<file path="src/rtl/multicycle_control_if.sv">
// Control-unit <-> datapath/memory bundle: IR fields and flags in, strobes and selects out.
// instret_ld/instret_ld_val is a debug preload for the retired-instruction counter.
interface multicycle_control_if;
    logic [6:0]  opcode;
    logic [2:0]  funct3;
    logic [6:0]  funct7;
    logic        zero;
    logic        mem_ready;
    logic        instret_ld;
    logic [31:0] instret_ld_val;

    logic        mem_read;
    logic        mem_write;
    logic        ir_write;
    logic        pc_write;
    logic        pc_src;
    logic        reg_write;
    logic        mem_to_reg;
    logic [1:0]  alu_src_a;
    logic [1:0]  alu_src_b;
    logic [3:0]  alu_control;
    logic        illegal;
    logic [3:0]  state;
    logic [31:0] instret;

    modport master (
        input  opcode, funct3, funct7, zero, mem_ready, instret_ld, instret_ld_val,
        output mem_read, mem_write, ir_write, pc_write, pc_src, reg_write, mem_to_reg,
               alu_src_a, alu_src_b, alu_control, illegal, state, instret
    );

    modport slave (
        output opcode, funct3, funct7, zero, mem_ready, instret_ld, instret_ld_val,
        input  mem_read, mem_write, ir_write, pc_write, pc_src, reg_write, mem_to_reg,
               alu_src_a, alu_src_b, alu_control, illegal, state, instret
    );
endinterface

</file>
<file path="src/rtl/multicycle_control.sv">
// Multicycle sequencing FSM for the RV32 subset add/or/sll/andi/lw/sw/beq.
// Drives datapath mux selects, write strobes, ALU command and the memory handshake.
module multicycle_control #(
    parameter logic [3:0] RESET_STATE = 4'd0
) (
    input logic              clk,
    input logic              reset,
    multicycle_control_if.master bus
);

    typedef enum logic [3:0] {
        FETCH    = 4'd0,
        DECODE   = 4'd1,
        EXEC_R   = 4'd2,
        EXEC_I   = 4'd3,
        ALU_WB   = 4'd4,
        MEM_ADDR = 4'd5,
        MEM_RD   = 4'd6,
        MEM_WB   = 4'd7,
        MEM_WR   = 4'd8,
        BRANCH   = 4'd9
    } state_t;

    state_t      state_q, state_d;
    logic        is_store_q, is_store_d;
    logic        retire;
    logic [31:0] instret_q;

    logic       mr, mw, irw, pcw, pcs, rw, m2r, ill;
    logic [1:0] sa, sb;
    logic [3:0] alu;

    // State register plus the load/store flag latched in DECODE (IR is not re-read in MEM_ADDR)
    always_ff @(posedge clk or posedge reset) begin
        if (reset) begin
            state_q    <= state_t'(RESET_STATE);
            is_store_q <= 1'b0;
        end else begin
            state_q    <= state_d;
            is_store_q <= is_store_d;
        end
    end

    // Retired-instruction counter; counts on the edge leaving a retiring state, wraps naturally
    always_ff @(posedge clk or posedge reset) begin
        if (reset)
            instret_q <= 32'd0;
        else if (bus.instret_ld)
            instret_q <= bus.instret_ld_val;
        else if (retire)
            instret_q <= instret_q + 32'd1;
    end

    // Next state, decode and per-state strobes/selects
    always_comb begin
        state_d    = FETCH;
        is_store_d = is_store_q;
        retire     = 1'b0;
        mr = 1'b0; mw = 1'b0; irw = 1'b0; pcw = 1'b0; pcs = 1'b0;
        rw = 1'b0; m2r = 1'b0; ill = 1'b0;
        sa = 2'b00; sb = 2'b00; alu = 4'b0000;
        case (state_q)
            FETCH: begin
                mr = 1'b1;
                sb = 2'b01;
                if (bus.mem_ready) begin
                    irw     = 1'b1;
                    pcw     = 1'b1;
                    state_d = DECODE;
                end else begin
                    state_d = FETCH;
                end
            end
            DECODE: begin
                // Branch target PC_old + imm lands in ALUOut for BRANCH to use
                sa = 2'b10;
                sb = 2'b10;
                is_store_d = (bus.opcode == 7'b0100011);
                case (bus.opcode)
                    7'b0110011: begin
                        if (bus.funct7 == 7'b0000000 &&
                            (bus.funct3 == 3'b000 || bus.funct3 == 3'b110 || bus.funct3 == 3'b001))
                            state_d = EXEC_R;
                        else
                            ill = 1'b1;
                    end
                    7'b0010011: begin
                        if (bus.funct3 == 3'b111) state_d = EXEC_I;
                        else                      ill = 1'b1;
                    end
                    7'b0000011, 7'b0100011: state_d = MEM_ADDR;
                    7'b1100011: begin
                        if (bus.funct3 == 3'b000) state_d = BRANCH;
                        else                      ill = 1'b1;
                    end
                    default: ill = 1'b1;
                endcase
            end
            EXEC_R: begin
                sa = 2'b01;
                sb = 2'b00;
                case (bus.funct3)
                    3'b110:  alu = 4'b0001;
                    3'b001:  alu = 4'b0011;
                    default: alu = 4'b0000;
                endcase
                state_d = ALU_WB;
            end
            EXEC_I: begin
                sa      = 2'b01;
                sb      = 2'b10;
                alu     = 4'b0010;
                state_d = ALU_WB;
            end
            ALU_WB: begin
                rw     = 1'b1;
                retire = 1'b1;
            end
            MEM_ADDR: begin
                sa      = 2'b01;
                sb      = 2'b10;
                state_d = is_store_q ? MEM_WR : MEM_RD;
            end
            MEM_RD: begin
                mr      = 1'b1;
                state_d = bus.mem_ready ? MEM_WB : MEM_RD;
            end
            MEM_WB: begin
                rw     = 1'b1;
                m2r    = 1'b1;
                retire = 1'b1;
            end
            MEM_WR: begin
                mw = 1'b1;
                if (bus.mem_ready) retire = 1'b1;
                else               state_d = MEM_WR;
            end
            BRANCH: begin
                sa     = 2'b01;
                sb     = 2'b00;
                alu    = 4'b0100;
                pcs    = 1'b1;
                pcw    = bus.zero;
                retire = 1'b1;
            end
            default: state_d = FETCH;
        endcase
    end

    // Everything reads zero while reset is held, so a pending request drops immediately
    always_comb begin
        bus.mem_read    = mr  & ~reset;
        bus.mem_write   = mw  & ~reset;
        bus.ir_write    = irw & ~reset;
        bus.pc_write    = pcw & ~reset;
        bus.pc_src      = pcs & ~reset;
        bus.reg_write   = rw  & ~reset;
        bus.mem_to_reg  = m2r & ~reset;
        bus.illegal     = ill & ~reset;
        bus.alu_src_a   = reset ? 2'b00 : sa;
        bus.alu_src_b   = reset ? 2'b00 : sb;
        bus.alu_control = reset ? 4'b0000 : alu;
        bus.state       = state_q;
        bus.instret     = instret_q;
    end

endmodule

</file>
<file path="src/flat_wrapper.sv">
// flat-port wrapper written by rule: the top's interface ports become plain ports
module multicycle_control_flat 
#(
    parameter logic [3:0] RESET_STATE = 4'd0
)
  (clk, reset, bus_opcode, bus_funct3, bus_funct7, bus_zero, bus_mem_ready, bus_instret_ld, bus_instret_ld_val, bus_mem_read, bus_mem_write, bus_ir_write, bus_pc_write, bus_pc_src, bus_reg_write, bus_mem_to_reg, bus_alu_src_a, bus_alu_src_b, bus_alu_control, bus_illegal, bus_state, bus_instret);
  multicycle_control_if bus_i ();
  input logic clk;
  input logic reset;
  input wire logic [$bits(bus_i.opcode)-1:0] bus_opcode;
  input wire logic [$bits(bus_i.funct3)-1:0] bus_funct3;
  input wire logic [$bits(bus_i.funct7)-1:0] bus_funct7;
  input wire logic [$bits(bus_i.zero)-1:0] bus_zero;
  input wire logic [$bits(bus_i.mem_ready)-1:0] bus_mem_ready;
  input wire logic [$bits(bus_i.instret_ld)-1:0] bus_instret_ld;
  input wire logic [$bits(bus_i.instret_ld_val)-1:0] bus_instret_ld_val;
  output wire logic [$bits(bus_i.mem_read)-1:0] bus_mem_read;
  output wire logic [$bits(bus_i.mem_write)-1:0] bus_mem_write;
  output wire logic [$bits(bus_i.ir_write)-1:0] bus_ir_write;
  output wire logic [$bits(bus_i.pc_write)-1:0] bus_pc_write;
  output wire logic [$bits(bus_i.pc_src)-1:0] bus_pc_src;
  output wire logic [$bits(bus_i.reg_write)-1:0] bus_reg_write;
  output wire logic [$bits(bus_i.mem_to_reg)-1:0] bus_mem_to_reg;
  output wire logic [$bits(bus_i.alu_src_a)-1:0] bus_alu_src_a;
  output wire logic [$bits(bus_i.alu_src_b)-1:0] bus_alu_src_b;
  output wire logic [$bits(bus_i.alu_control)-1:0] bus_alu_control;
  output wire logic [$bits(bus_i.illegal)-1:0] bus_illegal;
  output wire logic [$bits(bus_i.state)-1:0] bus_state;
  output wire logic [$bits(bus_i.instret)-1:0] bus_instret;
  assign bus_i.opcode = bus_opcode;
  assign bus_i.funct3 = bus_funct3;
  assign bus_i.funct7 = bus_funct7;
  assign bus_i.zero = bus_zero;
  assign bus_i.mem_ready = bus_mem_ready;
  assign bus_i.instret_ld = bus_instret_ld;
  assign bus_i.instret_ld_val = bus_instret_ld_val;
  assign bus_mem_read = bus_i.mem_read;
  assign bus_mem_write = bus_i.mem_write;
  assign bus_ir_write = bus_i.ir_write;
  assign bus_pc_write = bus_i.pc_write;
  assign bus_pc_src = bus_i.pc_src;
  assign bus_reg_write = bus_i.reg_write;
  assign bus_mem_to_reg = bus_i.mem_to_reg;
  assign bus_alu_src_a = bus_i.alu_src_a;
  assign bus_alu_src_b = bus_i.alu_src_b;
  assign bus_alu_control = bus_i.alu_control;
  assign bus_illegal = bus_i.illegal;
  assign bus_state = bus_i.state;
  assign bus_instret = bus_i.instret;
  multicycle_control #(.RESET_STATE(RESET_STATE)) u_core (.clk(clk), .reset(reset), .bus(bus_i));
endmodule
</file>
<file path="config.mk">
export PLATFORM = sky130hd
export DESIGN_NAME = multicycle_control_flat
export DESIGN_NICKNAME = d
export VERILOG_FILES = /design/src/rtl/multicycle_control_if.sv /design/src/rtl/multicycle_control.sv /design/src/flat_wrapper.sv
export SDC_FILE = /design/constraint.sdc
export NUM_CORES = 1
export LEC_CHECK = 0
export ABC_AREA = 1
export CAP_MARGIN = 40
export CORE_MARGIN = 8
export CORE_UTILIZATION = 42
export DETAILED_ROUTE_END_ITERATION = 12
export GPL_TIMING_DRIVEN = 0
export PLACE_DENSITY_LB_ADDON = 0.12
export SLEW_MARGIN = 20
export SYNTH_ARGS = -nofsm -noshare
export SYNTH_HDL_FRONTEND = slang
export SYNTH_SLANG_ARGS = --single-unit
</file>
<file path="constraint.sdc">
create_clock -name clk -period 2.45 [get_ports clk]
set_input_delay 0.735 -clock clk [delete_from_list [all_inputs] [get_ports clk]]
set_output_delay 0.735 -clock clk [all_outputs]
set_load 0.05 [all_outputs]
</file>
**Word level (Yosys, flattened, before mapping)**

Index checks and enable logic that the tools add are counted.

- $add $sub $neg: 1
- Equal/unequal tests: 17
- Muxes and demuxes: 32
- Bitwise operators: 9
- Reductions and logical operators: 14

Operator list:

| kind | count |
|---|---|
| $mux 32 | 2 |
| $add 32x1->32 const B | 1 |
| $pmux 4 s6 | 1 |
| $eq 4x3->1 const B | 4 |
| $mux 4 | 4 |
| $pmux 4 s4 | 1 |
| $eq 7x6->1 const B | 2 |
| $mux 1 | 13 |
| $pmux 2 s2 | 3 |
| $pmux 4 s3 | 1 |
| $and 1x1->1 | 8 |
| $eq 4x2->1 const B | 2 |
| $eq 4x4->1 const B | 2 |
| $mux 2 | 4 |
| $reduce_or 2->1 | 4 |
| $eq 7x2->1 const B | 1 |
| $eq 7x5->1 const B | 1 |
| $eq 7x7->1 const B | 1 |
| $logic_not 7->1 | 1 |
| $eq 3x3->1 const B | 2 |
| $reduce_or 3->1 | 2 |
| $eq 4x1->1 const B | 1 |
| $logic_not 4->1 | 1 |
| $pmux 1 s2 | 2 |
| 8 further kinds | 9 |

- Register bits: 37
- Input port bits: 54
- Output and inout bits: 52
- Word-level logic and storage cells: 76

**Logic depth before layout (Yosys ltp)**

Gate-level depths: netlist of run 1.

- Depth after elaboration: 8
- Depth in mapped cells: 10
- Gate-level depth less buffers: 10

**Least setup slack after synthesis of run 1**

Ideal clock, no wire load.

- Kind: input-to-output
- Start point: input reset
- End point: output bus_alu_control[0]
- Arrival: 2.878 ns
- Data required time: 1.715 ns
- Setup slack: -1.163 ns
- Cell stages on the path: 3
- Path buffers: 0
- Cell sequence: inv_1 -> nand2_1 -> a211oi_1

- Longest elaborated chain between the ends: 1

Ends and longest elaborated chain:

| what | RTL line | source |
|---|---|---|
| from (decl) | flat_wrapper.sv:9 | `input logic reset;` |
| $mux 4 | multicycle_control.sv:162 | `bus.alu_control = reset ? 4'b0000 : alu;` |
| to (decl) | flat_wrapper.sv:26 | `output wire logic [$bits(bus_i.alu_control)-1:0] bus_alu_control;` |

No other way between the ends.

**Worst setup path after layout of run 1**

- Start point: input bus_opcode[3]
- End point: output bus_illegal

- Longest elaborated chain between the ends: 5
- Elaborated cells on any way between the ends: 9
- Classes of those cells: eq/ne: 5; mux: 2; bitwise: 1; reduce/logical: 1

Ends and longest elaborated chain:

| what | RTL line | source |
|---|---|---|
| from (decl) | flat_wrapper.sv:10 | `input wire logic [$bits(bus_i.opcode)-1:0] bus_opcode;` |
| $eq 7x2->1 or $eq 7x6->1 (tied branches) | multicycle_control.sv:79 | `case (bus.opcode)` |
| $reduce_or 2->1 | multicycle_control.sv:79 |  |
| $pmux 1 s4 (*) | multicycle_control.sv:79 |  |
| $mux 1 (*) | multicycle_control.sv:62 | `case (state_q)` |
| $and 1x1->1 (*) | multicycle_control.sv:159 | `bus.illegal = ill & ~reset;` |
| to (decl) | flat_wrapper.sv:27 | `output wire logic [$bits(bus_i.illegal)-1:0] bus_illegal;` |

Mark *: on every way between the ends. The rest lies on a longest branch, timed or not.

==> summary.txt, run 1 <==
Run status
  • Run status: complete, but fails checks
  • Failing checks: setup timing

Timing
  • RSZ-0062 raised after global routing: true
  • Peak Freq: a little under 400 MHz
  • Final setup viols: 1
  • Period utilization: 103%
  • Min Hold Slack: between 400 and 500 ps
  • Final slew viol count: 0
  • Setup WS post-layout: -77.5 ps
  • Post-layout min period: roughly 2500 ps
  • Slew margin rel.: 60.3%
  • Fin. Hold Viols: 0
  • Setup Skew: around 5.6 ps
  • Measured slew at the worst slew-check pin: ~600 ps

Yosys
  • Leading area contributor after synthesis: dfrtp_1
  • Yosys warns: 0
  • Mapped Cells: between 500 and 600
  • Syn_nets: 585
  • Post-synthesis adder-cell area fraction: 0.404%
  • Post-Synth XOR/XNOR Area: roughly 1.4%
  • Synthesis-stage register bit count: 37
  • Synth Area in Compound Gates: 5.37%
  • Distinct cells, synth: 38
  • Largest family of logic cells by synthesized area: simple AND/OR/NAND/NOR gates
  • Register area share after synthesis: 29.9%
  • Syn avg cell area: 5.85 um2
  • Simple-gate portion of the synthesized area: 52.4%
  • Post-synthesis mux area share: 0%
  • Top cell type's share of synthesized area: ~30%
  • Dominant cells by area after synthesis: dfrtp_1 (30%), nand2_1 (24%), nor2_1 (13%), nand3_1 (8.9%), inv_1 (6.1%)
  • Netlist Area Pre-Place: 3100 um2

Drt
  • Routed length per instance: 14.5 um
  • Post-route DRC violation count: 0
  • Routed via count: 3,757
  • DRT Wirelength: roughly 11 mm
  • Via density: 4.95
  • Antenna Nets Post-Route: 0
  • Drt pass-1 iters: 4
  • Iter 0 DRT Violations: 194

Clocking
  • Num CTS Buffers: 5
  • CTS tree: built
  • CTS sink cnt: 37
  • Clock Path Buffers: 2
  • Post-CTS Hold Buffers: 0
  • Htree depth: 2
  • Clk pin slew, worst setup/hold paths: 80 ps
  • Clk_lat worst skew: 300 ps
  • CTS Root Cell: clkbuf_8

Pwr
  • Total power: 2.32 mW
  • Leakage: 2.17 nW
  • Max VDD drop: 0.406 mV
  • PwrDens: 491 nW/um2

GRT
  • Total track usage: 22.0%
  • Largest net degree at the start of global routing: 17
  • Global-route wire length before repair: 18.2 mm
  • Number of global-route vias before repair: 3,729
  • Gr ovfl total: 0
  • Initial antenna violation count: 0

Floorplanning
  • Die area: 10,400 um2
  • DIE HEIGHT: 102 um
  • Die Wd: 102 um
  • Row count: 31
  • Core ar.: 7210 um2
  • # IOs: 106
  • Initial Utilization: 43.0%

Critical path
  • R2R depth: 10
  • CP cell instances: buf_8 -> nor2_4 -> nor3b_4 -> nand3_2 -> a21oi_2 -> nor2_4 -> nor2_4 -> buf_8
  • Reg2Reg Setup Slack: 620 ps
  • WP data arrival: 1790 ps
  • Max incr delay on CP: 230 ps
  • Reg2reg end: u_core.bus.instret[24]
  • Crit. End Element: primary output
  • Startpoint Class: input pin
  • Critical path type: in -> out
  • CP most frequent cell: nor2_4
  • Req. time, crit path: 1710 ps
  • Highest net fanout along the worst path: 2
  • Worst path slowest cell: nor3b_4
  • Reg2Reg Launch Point: u_core.bus.instret[0]

Cells and area
  • Layout area overhead: 52.3%
  • Area of the multi-input gates: 2050 um2
  • Final #Nets: about 710
  • Finished Core Util: 65.4%
  • Ant. Diodes: 0
  • Commonest cells after routing, fill and taps aside: nand2_1 (192), nor2_1 (98), clkdlybuf4s50_1 (69), nand3_1 (51), inv_1 (43)
  • Storage cell area: 933 um2
  • Fill count: ~680
  • Share of cells above drive strength 1: around a fifth
  • Commonest non-fill, non-tap cell in the layout: nand2_1
  • Layout Cells excl Fill: 759

Min path
  • Worst hold path type: in -> async

Placement
  • Final GP Congestion: around 0.9
  • Pre-CTS WS: -1380 ps
  • Port bufs: 103
  • Inst Count DP: 733
  • Hpwl dp: 8.37 mm

Flow run
  • Max cap viols: 0
-- timing repair --
| action | CTS | global route |
|---|---|---|
| buffers inserted | 15 | 3 |
| pin swaps | 14 | 9 |
| gates resized for setup | 137 | 28 |
| endpoints found under the hold margin | 0 | 0 |
| endpoints found under the setup margin | 15 | 12 |
| gates cloned | 1 | 0 |
-- sequential cells by signal, summed over array words and instances, names as in the netlist --
signal              cells
u_core.bus.instret     32
u_core.bus.state        4
u_core.is_store_q       1
-- power by group --
group / internal (mW) / switching (mW) / total, mW
logic: 0.344 / 0.589 / 0.932
clock network: 0.332 / 0.251 / 0.582
registers: 0.681 / 0.120 / 0.801
total: 1.36 / 0.959 / 2.32
-- cells by family (layout without fill, tap and decap cells) --
| kind of cell | Yosys count | count (layout) |
|---|---|---|
| AOI/OAI and AO/OA | 29 | 29 |
| xor gates and xnor gates | 5 | 5 |
| adders and majority gates | 1 | 1 |
| buffers and inverters | 67 | 197 |
| DFF | 37 | 37 |
| other | 1 | 1 |
| and+or+nand+nor | 390 | 390 |
-- per-stage QoR --
step	setup TNS [ps]	instance area [um2]
after floorplan	-105	3200
after global placement	-15260	4360
after detailed placement	-14700	4380
after CTS	-90.2	4670
after global routing	-142	4720
final	-77.5	4720
-- synth_stat cells, drive strengths merged --
| cell | count |
|---|---|
| o21ai | 16 |
| inv | 52 |
| nor2b | 1 |
| xor2 | 3 |
| dlygate4sd1 | 1 |
| nand3b | 2 |
| o211ai | 4 |
| nand4 | 3 |
| nor2 | 116 |
| dfrtp | 37 |
| nor3 | 3 |
| xnor2 | 2 |
| a21oi | 4 |
| o21a | 1 |
| nor3b | 1 |
| nand2 | 201 |
| ha | 1 |
| a211oi | 1 |
| or2 | 5 |
| a31oi | 2 |
| clkbuf | 5 |
| buf | 9 |
| o221ai | 1 |
| nand3 | 56 |
| nor4 | 1 |
| and2 | 1 |
| conb | 1 |
-- area by class of cell --
class                           count  share of cell area [%]
Multi-Input combinational cell    426                    43.4
Timing Repair Buffer              122                    24.7
Clock buffer                        6                    1.75
Inverter                           52                    4.27
Sequential cell                    37                    19.8
Buffer                             15                    2.76
Tap cell                           99                    2.62
Clock inverter                      2                   0.795
-- metal layers --
metal / vias up / routed length (um) / track usage, % / part of all wire, %
li1: 1902 / - / - / -
met5: - / 0 / 0 / 0
met3: 16 / 701 / 5.45 / 6.4
met4: 0 / 167 / 5.87 / 1.5
met1: 1717 / 4580 / 25.7 / 42
met2: 122 / 5550 / 39.0 / 50
-- how the worst max path moves through the flow --
stage	startpoint	end
3_3_place_gp	reset	bus_alu_control[0]
3_5_place_dp	reset	bus_alu_control[0]
2_1_floorplan	reset	bus_alu_control[0]
6_report	bus_opcode[3]	bus_illegal
4_1_cts	bus_funct3[0]	bus_illegal
5_1_grt	bus_opcode[3]	bus_illegal
-- critical path, delay by kind of cell --
kind                   cells  cell delay, ps
buffers and inverters      2             250
AO/OA/AOI/OAI              1             190
AND/OR/NAND/NOR            5             620
No activity file was read; power rests on OpenSTA's default activity.
==> run 2, diff against run 1 <==
--- a/config.mk
+++ b/config.mk
@@ -10,6 +10,7 @@
 export CORE_MARGIN = 8
 export CORE_UTILIZATION = 42
 export DETAILED_ROUTE_END_ITERATION = 12
+export GPL_ROUTABILITY_DRIVEN = 0
 export GPL_TIMING_DRIVEN = 0
 export PLACE_DENSITY_LB_ADDON = 0.12
 export SLEW_MARGIN = 20
==> constraint.sdc (replaced) <==
create_clock -name clk -period 2.45 [get_ports clk]
set_input_delay 0.49 -clock clk [delete_from_list [all_inputs] [get_ports clk]]
set_output_delay 0.49 -clock clk [all_outputs]
set_load 0.05 [all_outputs]
==> summary.txt, run 2 (synthesis results as in run 1) <==
Drt
  • Drt pass-1 iters: 5
  • Antenna Nets Post-Route: 0
  • WL met1: 4.09 mm
  • Metal3 WL: approximately 1000 um
  • Routed via count: about 3,700
  • Via density: just under 5
  • Iter 0 DRT Violations: 161
  • Routed length per instance: roughly 14 um
  • WL met2: 4.93 mm
  • Top Metal Used: met4
  • DRT Wirelength: roughly 10 mm
  • Post-route DRC violation count: 0

GRT
  • Initial antenna violation count: 0
  • Total track usage: 19.9%
  • Gr ovfl total: 0
  • Largest net degree at the start of global routing: 24
  • Number of global-route vias before repair: 3,621
  • Global-route wire length before repair: 16.6 mm

Timing
  • Setup WS post-layout: -27.4 ps
  • Setup TNS: -27.4 ps
  • Setup Skew: 5.02 ps
  • Slew margin rel.: 62.5%
  • Peak Freq: 404 MHz
  • Period utilization: 101%
  • Final setup viols: 1
  • Measured slew at the worst slew-check pin: 563 ps
  • Post-layout min period: 2480 ps
  • RSZ-0062 raised after global routing: true
  • Final slew viol count: 0
  • Min Hold Slack: 421 ps
  • Fin. Hold Viols: 0

Pwr
  • Max VDD drop: 0.255 mV
  • PwrDens: 486 nW/um2
  • Total power: 2.14 mW
  • Leakage: 2.04 nW

Critical path
  • Worst path slowest cell: clkdlybuf4s50_1
  • Startpoint Class: input pin
  • Crit. End Element: primary output
  • Max incr delay on CP: 450 ps
  • Req. time, crit path: 1960 ps
  • Critical path type: in -> out
  • WP data arrival: 1990 ps
  • CP cell instances: clkdlybuf4s50_1 -> nand2_1 -> nor3b_4 -> nand3_1 -> a21oi_1 -> nor2_1 -> nor2_2 -> buf_2
  • Highest net fanout along the worst path: 5

Floorplanning
  • Row count: 31
  • Core ar.: 7210 um2
  • Initial Utilization: 43.0%
  • DIE HEIGHT: just over 100 um
  • # IOs: 106
  • Die area: ~10,000 um2
  • Die Wd: 102 um

Run status
  • Run status: complete, but fails checks
  • Failing checks: setup timing

Placement
  • Port bufs: 103
  • Placement Cell Area: around 4300 um2
  • Pre-CTS WS: -765 ps
  • Hpwl dp: 8.00 mm
  • Inst Count DP: 733

Cells and area
  • Layout Cells excl Fill: 741
  • Final #Nets: 697
  • Storage cell area: approximately 930 um2
  • Final Cell Area: 4420 um2
  • Finished Core Util: 61.2%
  • Max reg flops: 32
  • Share of cells above drive strength 1: between 10% and 20%
  • Layout area overhead: 42.5%
  • Commonest non-fill, non-tap cell in the layout: nand2_1
  • Fill count: 739
  • Commonest cells after routing, fill and taps aside: nand2_1 (196), nor2_1 (107), clkdlybuf4s50_1 (87), nand3_1 (55), inv_1 (49)
  • Area of the multi-input gates: approximately 1900 um2
  • Ant. Diodes: 0

Clocking
  • Htree depth: 2
  • Num CTS Buffers: 5
  • CTS Root Cell: clkbuf_8
  • CTS tree: built
  • Clock Path Buffers: 2
  • Clk_lat worst skew: 290 ps
  • CTS sink cnt: 37
  • Clk pin slew, worst setup/hold paths: 70 ps

Min path
  • Worst hold path type: in -> async

Flow run
  • Max cap viols: 0
run 2: changes by cell type in the layout (fill, tap and decap cells not counted), moves of 4 or more:
cell and delta:
buf_6 -5, dlygate4sd2_1 -9, nand3_1 +4, nor2_1 +9, nand2_1 +4, clkdlybuf4s15_2 +6
nor2_4 -6, clkdlybuf4s50_1 +18, buf_4 -18, inv_1 +6, inv_2 -5
run 2: where the power goes:
| part | internal (mW) | switching [mW] | total (mW) | leakage [nW] |
|---|---|---|---|---|
| registers | 0.681 | 0.113 | 0.794 | 0.453 |
| logic | 0.336 | 0.573 | 0.909 | 1.54 |
| clock network | 0.224 | 0.218 | 0.442 | 0.0443 |
run 2: layout make-up:
class | instances | share of cell area (%)
inverters | 52 | 4.51
flip-flops and latches | 37 | 21.0
well taps | 99 | 2.81
clock buffers | 7 | 1.96
multi-input cells | 426 | 43.0
plain buffers | 15 | 2.95
repair buffers | 105 | 23.7
run 2: worst paths after layout:
kind | start | end | slack [ps] | cells after the start
setup / recovery | bus_opcode[1] | bus_illegal | -30 | 8
hold reg to reg | u_core.is_store_q | u_core.is_store_q | 520 | 2
hold / removal | reset | u_core.bus.state[2] | 420 | 3
setup reg to reg | u_core.bus.instret[1] | u_core.bus.instret[24] | 550 | 10
max in group asynchronous | reset | u_core.bus.state[0] | 1630 | 4
min in group clk | u_core.is_store_q | u_core.is_store_q | 520 | 2
run 2: critical path, delay by kind of cell:
kind / cells / cell delay, ps
buffers and inverters: 2 / 710
AOI/OAI and AO/OA: 1 / 150
and+or+nand+nor: 5 / 630
run 2: what timing repair did:
| item | CTS | global route |
|---|---|---|
| hold buffers | 0 | 0 |
| buffers inserted | 1 | 0 |
| setup endpoints to repair | 15 | 13 |
| gates resized for setup | 49 | 11 |
run 2: metal layers:
metal	vias up	track usage [%]
li1	1863	-
met1	1655	23.0
met2	131	34.8
met3	12	5.86
met4	0	5.42
met5	-	0
